[src/rtl/tx_arbiter_if.sv]
// Bundle of the two requester handshakes, the UART transmitter hookup and the
// arbiter status lines. slave is the arbiter's view, master the environment's.
interface tx_arbiter_if;
  logic        req0_valid;
  logic [23:0] req0_data;
  logic        req0_ready;
  logic        req1_valid;
  logic [7:0]  req1_data;
  logic        req1_ready;
  logic        tx_busy;
  logic        tx_send;
  logic [7:0]  tx_data;
  logic        busy;
  logic        grant_id;
  logic        done;
  logic        timeout_err;

  modport slave (
    input  req0_valid, req0_data, req1_valid, req1_data, tx_busy,
    output req0_ready, req1_ready, tx_send, tx_data, busy, grant_id, done, timeout_err
  );

  modport master (
    output req0_valid, req0_data, req1_valid, req1_data, tx_busy,
    input  req0_ready, req1_ready, tx_send, tx_data, busy, grant_id, done, timeout_err
  );
endinterface

[src/rtl/tx_arbiter.sv]
// Round-robin arbiter feeding a byte-wide UART transmitter: req0 sends a 24-bit
// word MSB byte first, req1 a single byte; each byte is paced by tx_busy or a timeout.
module tx_arbiter #(
  parameter int unsigned MIN_GAP = 2,
  parameter int unsigned TIMEOUT = 868
) (
  input  logic       clk,
  input  logic       reset_n,
  tx_arbiter_if.slave bus
);
  localparam logic [15:0] L_MIN_GAP = 16'(MIN_GAP);
  localparam logic [15:0] L_TIMEOUT = 16'(TIMEOUT);

  typedef enum logic [1:0] {
    ST_IDLE = 2'd0,
    ST_SEND = 2'd1,
    ST_WAIT = 2'd2
  } state_t;

  state_t      r_state;
  state_t      w_state_nxt;
  logic [23:0] r_shift;
  logic [1:0]  r_count;
  logic [15:0] r_timer;
  logic        r_last_grant;
  logic        r_grant_id;
  logic        r_done;
  logic        r_timeout_err;

  logic        w_take0;
  logic        w_take1;
  logic        w_gap_ok;
  logic        w_tmo;
  logic        w_byte_end;
  logic        w_last_byte;

  // Grant decision; r_last_grant = 1 means req0 wins the next tie
  always_comb begin
    w_take0 = 1'b0;
    w_take1 = 1'b0;
    if (reset_n && (r_state == ST_IDLE)) begin
      if (bus.req0_valid && bus.req1_valid) begin
        if (r_last_grant) begin
          w_take0 = 1'b1;
        end else begin
          w_take1 = 1'b1;
        end
      end else if (bus.req0_valid) begin
        w_take0 = 1'b1;
      end else if (bus.req1_valid) begin
        w_take1 = 1'b1;
      end else begin
        w_take0 = 1'b0;
      end
    end else begin
      w_take1 = 1'b0;
    end
  end

  // Byte-end detection while waiting on the transmitter
  always_comb begin
    w_gap_ok = 1'b0;
    w_tmo    = 1'b0;
    if (r_state == ST_WAIT) begin
      w_gap_ok = (r_timer >= L_MIN_GAP) && !bus.tx_busy;
      w_tmo    = (r_timer >= L_TIMEOUT);
    end else begin
      w_tmo    = 1'b0;
    end
  end

  assign w_byte_end  = w_gap_ok | w_tmo;
  assign w_last_byte = (r_count == 2'd1);

  // Next-state logic
  always_comb begin
    w_state_nxt = r_state;
    case (r_state)
      ST_IDLE: begin
        if (w_take0 || w_take1) begin
          w_state_nxt = ST_SEND;
        end else begin
          w_state_nxt = ST_IDLE;
        end
      end
      ST_SEND: w_state_nxt = ST_WAIT;
      ST_WAIT: begin
        if (!w_byte_end) begin
          w_state_nxt = ST_WAIT;
        end else if (w_last_byte) begin
          w_state_nxt = ST_IDLE;
        end else begin
          w_state_nxt = ST_SEND;
        end
      end
      default: w_state_nxt = ST_IDLE;
    endcase
  end

  // State, datapath and status registers
  always_ff @(posedge clk) begin
    if (!reset_n) begin
      r_state       <= ST_IDLE;
      r_shift       <= 24'h000000;
      r_count       <= 2'd0;
      r_timer       <= 16'd0;
      r_last_grant  <= 1'b1;
      r_grant_id    <= 1'b0;
      r_done        <= 1'b0;
      r_timeout_err <= 1'b0;
    end else begin
      r_state <= w_state_nxt;
      r_timer <= (w_state_nxt != r_state) ? 16'd0 : r_timer + 16'd1;
      r_done  <= w_byte_end && w_last_byte;
      if (w_tmo) begin
        r_timeout_err <= 1'b1;
      end
      if (w_take0) begin
        r_shift      <= bus.req0_data;
        r_count      <= 2'd3;
        r_grant_id   <= 1'b0;
        r_last_grant <= 1'b0;
      end else if (w_take1) begin
        r_shift      <= {bus.req1_data, 16'h0000};
        r_count      <= 2'd1;
        r_grant_id   <= 1'b1;
        r_last_grant <= 1'b1;
      end else if (w_byte_end) begin
        r_shift <= {r_shift[15:0], 8'h00};
        r_count <= r_count - 2'd1;
      end
    end
  end

  assign bus.req0_ready  = w_take0;
  assign bus.req1_ready  = w_take1;
  assign bus.tx_send     = (r_state == ST_SEND);
  assign bus.tx_data     = (r_state == ST_IDLE) ? 8'h00 : r_shift[23:16];
  assign bus.busy        = (r_state != ST_IDLE);
  assign bus.grant_id    = r_grant_id;
  assign bus.done        = r_done;
  assign bus.timeout_err = r_timeout_err;
endmodule

[src/flat_wrapper.sv]
// flat-port wrapper written by rule: the top's interface ports become plain ports
module tx_arbiter_flat 
#(
  parameter int unsigned MIN_GAP = 2,
  parameter int unsigned TIMEOUT = 868
)
  (clk, reset_n, bus_req0_valid, bus_req0_data, bus_req1_valid, bus_req1_data, bus_tx_busy, bus_req0_ready, bus_req1_ready, bus_tx_send, bus_tx_data, bus_busy, bus_grant_id, bus_done, bus_timeout_err);
  tx_arbiter_if bus_i ();
  input  logic clk;
  input  logic reset_n;
  input wire logic [$bits(bus_i.req0_valid)-1:0] bus_req0_valid;
  input wire logic [$bits(bus_i.req0_data)-1:0] bus_req0_data;
  input wire logic [$bits(bus_i.req1_valid)-1:0] bus_req1_valid;
  input wire logic [$bits(bus_i.req1_data)-1:0] bus_req1_data;
  input wire logic [$bits(bus_i.tx_busy)-1:0] bus_tx_busy;
  output wire logic [$bits(bus_i.req0_ready)-1:0] bus_req0_ready;
  output wire logic [$bits(bus_i.req1_ready)-1:0] bus_req1_ready;
  output wire logic [$bits(bus_i.tx_send)-1:0] bus_tx_send;
  output wire logic [$bits(bus_i.tx_data)-1:0] bus_tx_data;
  output wire logic [$bits(bus_i.busy)-1:0] bus_busy;
  output wire logic [$bits(bus_i.grant_id)-1:0] bus_grant_id;
  output wire logic [$bits(bus_i.done)-1:0] bus_done;
  output wire logic [$bits(bus_i.timeout_err)-1:0] bus_timeout_err;
  assign bus_i.req0_valid = bus_req0_valid;
  assign bus_i.req0_data = bus_req0_data;
  assign bus_i.req1_valid = bus_req1_valid;
  assign bus_i.req1_data = bus_req1_data;
  assign bus_i.tx_busy = bus_tx_busy;
  assign bus_req0_ready = bus_i.req0_ready;
  assign bus_req1_ready = bus_i.req1_ready;
  assign bus_tx_send = bus_i.tx_send;
  assign bus_tx_data = bus_i.tx_data;
  assign bus_busy = bus_i.busy;
  assign bus_grant_id = bus_i.grant_id;
  assign bus_done = bus_i.done;
  assign bus_timeout_err = bus_i.timeout_err;
  tx_arbiter #(.MIN_GAP(MIN_GAP), .TIMEOUT(TIMEOUT)) u_core (.clk(clk), .reset_n(reset_n), .bus(bus_i));
endmodule
[config.mk]
export PLATFORM = sky130hd
export DESIGN_NAME = tx_arbiter_flat
export DESIGN_NICKNAME = d
export VERILOG_FILES = /design/src/rtl/tx_arbiter_if.sv /design/src/rtl/tx_arbiter.sv /design/src/flat_wrapper.sv
export SDC_FILE = /design/constraint.sdc
export NUM_CORES = 1
export LEC_CHECK = 0
export ABC_AREA = 1
export CAP_MARGIN = 0
export CORE_MARGIN = 4
export CORE_UTILIZATION = 47
export CTS_CLUSTER_SIZE = 20
export DETAILED_ROUTE_END_ITERATION = 6
export PLACE_DENSITY_LB_ADDON = 0.08
export SYNTH_ARGS = -nofsm -noshare
export SYNTH_HDL_FRONTEND = slang
export SYNTH_SLANG_ARGS = --single-unit
[constraint.sdc]
create_clock -name clk -period 1.88 [get_ports clk]
set_input_delay 0.376 -clock clk [delete_from_list [all_inputs] [get_ports clk]]
set_output_delay 0.376 -clock clk [all_outputs]
set_load 0.1 [all_outputs]
==> results.md <==
- Core area: 0.005107 mm2
- Slew @ Worst Pin: 279.9 ps
- Commonest cells after routing, fill and taps aside: nand2_1 (79), nor2_1 (63), dfxtp_1 (48)
- Max incr delay on CP: 540 ps
- Antenna violations before repair: 0
- Routed WL per cell: 11.02 um
- Die width: 80.77 um
- CTS tree: done
- Avg Inst Size Synth: 7.090 um2
- Starting Density: 48.73%
- Synth area leaders: dfxtp_1 (39%), nand2_1 (12%), nor2_1 (9.7%)
- Dpl hpwl: 3964 um
- Sw Ratio: 30.99%
- GR Overflow Total: 0
- Via density: 4.635
- RSZ-0062 raised after global routing: no
- Leakage: 1.465 nW
- Syn-to-layout area delta: 38.81%
- FF-to-FF setup slack: 260 ps
- Fmax: 558.5 MHz
- RePlAce Congestion: 0.7854
- Number of global-route vias before repair: 2045
- Cell taking the most area after synthesis: dfxtp_1
- Delay-heaviest family, CP: buffers and inverters
- Die area: 0.006523 mm2
- Clock buffer depth: 2
- Drt drc: 0
- Crit path DAT: 1410 ps
- DR vias: 2276
- Gr usage total: 17.55%
- CP Buf/Inv Count: 3
- Num CTS Buffers: 5
- Fin crit period: 1791 ps
- Final Core Density: 67.64%
- Yosys Warn Count: 0
- I/O Pins: 52
- Worst Skew: 11.66 ps
- Hold crit path type: register to register
- First-pass GRT wire length: 9011 um
- Clock group share of total power: 28.0%
- First-pass DRT Iterations: 4
- Pwr dens: 763.3 mW/mm2
- Row Count: 26
- Slew Limit Fails: 0
- CTS sink count: 48
- Max-Cap Viols: 0
- Crit path kind: input port to output port
- Die H: 80.77 um
- Crit share post-route: 95.25%
- Crit path cell chain: clkdlybuf4s50_1, nand2_4, nor2_4, buf_6, buf_12
- Share of cells above drive strength 1: 19.71%
- Maximum vdd drop: 0.0004714 V
- Int Power: 1.820 mW
- Mapped Area: 0.002489 mm2
- Flops & latches, synth: 48
- Yosys top cell area share: 38.61%
- Crit-path slowest cell: clkdlybuf4s50_1
- Max-slew headroom: 81.34%
- Final ANT Viol Nets: 0
- Syn_nets: 391
- # H-tree levels: 2
- Post-Syn Instances: 351
- Nets@finish: 460
- Routed wire length: 5411 um
- Sequential share of the synthesized area: 38.61%
- N_diodes: 0
- Combinational power share: 29.1%
- Critical Path RT: 1500 ps
- Crit-path max FO: 6
- Final Non-Filler Cells: 491
- Worst-Skew Late Latency: 300 ps
- Endpoints failing setup: 0
- DR iter-0 viols: 57
- Clock-pin slew of the registers on the worst-case setup and hold paths: 80 ps
- Root buffer cell: clkbuf_8
- I/O Buffers: 51
- Commonest non-fill, non-tap cell in the layout: nand2_1
- Largest net degree at the start of global routing: 24
- NetSw: 0.8172 mW
- Cell Count Post-Placement: 477
- Run status: finished clean
- CP startpoint kind: input port
- Seq pwr share: 43.0%
- Netlist cell types: 29
- Crit. End Element: output port
- Endpoints failing hold: 0
## logic make-up after synthesis
family / share of synthesized area (%)
simple gates: 37.20
buf+inv: 10.36
flops: 38.61
compound gates: 7.391
xor+xnor: 4.927
fa+ha+maj: 1.508
## synth_stat cells
cell and instances:
buf_2 5, nor3b_1 1, nand4_2 1, nand2_1 79, o21ai_2 1, nand2_2 2
xnor2_1 2, o21ai_0 2, buf_4 4, inv_1 33, nand3_1 18, nor3_2 1
nor2_2 15, xor2_1 12, nand4_1 10, nor3_1 4, o21ai_1 7, inv_2 3
dfxtp_1 48, clkbuf_1 2, nand2_4 1, a22oi_1 8, ha_1 3, nor2_1 64
buf_1 1, nand3_4 2, a21oi_1 14, nor2_4 3, buf_6 5
## tightest hold or removal path: cells and delay by family (launching register included)
family,cells,cell delay [ps]
and+or+nand+nor,1,80
AOI/OAI and AO/OA,1,50
DFF,1,310
## path summary, 6_finish.rpt
check	depth (start not counted)	from	to
worst min register to register	2	u_core.r_shift[1]	u_core.r_shift[1]
worst max register to register	8	u_core.r_timer[0]	u_core.r_timer[12]
worst min-delay path	2	u_core.r_shift[1]	u_core.r_shift[1]
worst max-delay path	5	reset_n	bus_req1_ready
## per-stage QoR
stage / worst slack, ps / power (mW) / area (um2) / TNS [ps] / hold slack, ps
floorplan: -423.7 / 1.645 / 2491 / -3390 / 429.7
global placement: -160.0 / 1.892 / 3282 / -5187 / 442.2
detailed placement: -190.5 / 1.900 / 3282 / -6149 / 463.0
CTS: 5.730 / 2.646 / 3420 / 0 / 484.6
global route: 11.78 / 2.790 / 3455 / 0 / 502.1
finish: 89.39 / 2.637 / 3455 / 0 / 481.7
## sequential cells by signal (all words and copies together) (netlist names)
signal                  count
u_core.r_timer             16
u_core.r_count              2
u_core.bus.timeout_err      1
u_core.r_last_grant         1
u_core.bus.grant_id         1
u_core.r_state              2
u_core.bus.done             1
u_core.r_shift             24
## power by group through the flow
stage | Combinational (mW) | Clock (mW) | Sequential, mW
floorplan | 0.485 | 0 | 1.16
global placement | 0.738 | 0 | 1.15
detailed placement | 0.743 | 0 | 1.16
CTS | 0.757 | 0.755 | 1.13
global route | 0.843 | 0.804 | 1.14
finish | 0.767 | 0.737 | 1.13
## what timing repair did
action / CTS / global route
setup endpoints to repair: 2 / 34
gates resized for setup: 7 / 3
hold buffers: 0 / 0
pin swaps: 1 / 3
buffers inserted: 2 / 4
hold endpoints to repair: 0 / 0
## final cells by class
cell class,count,area [um2]
Fill cell,475,1653
Tap cell,70,87.58
Inverter,36,137.6
Clock buffer,6,72.57
Clock inverter,2,35.03
Sequential cell,48,960.9
Multi-Input combinational cell,250,1281
Timing Repair Buffer,79,879.6
## metal layers
layer	global-route usage [%]	vias to the layer above	routed length (um)
met5	0	-	0
met3	3.659	7	290
met1	24.04	989	2714
met2	26.90	48	2321
li1	-	1232	-
met4	7.095	0	84
Note: power is estimated with default switching activity, not from simulation.
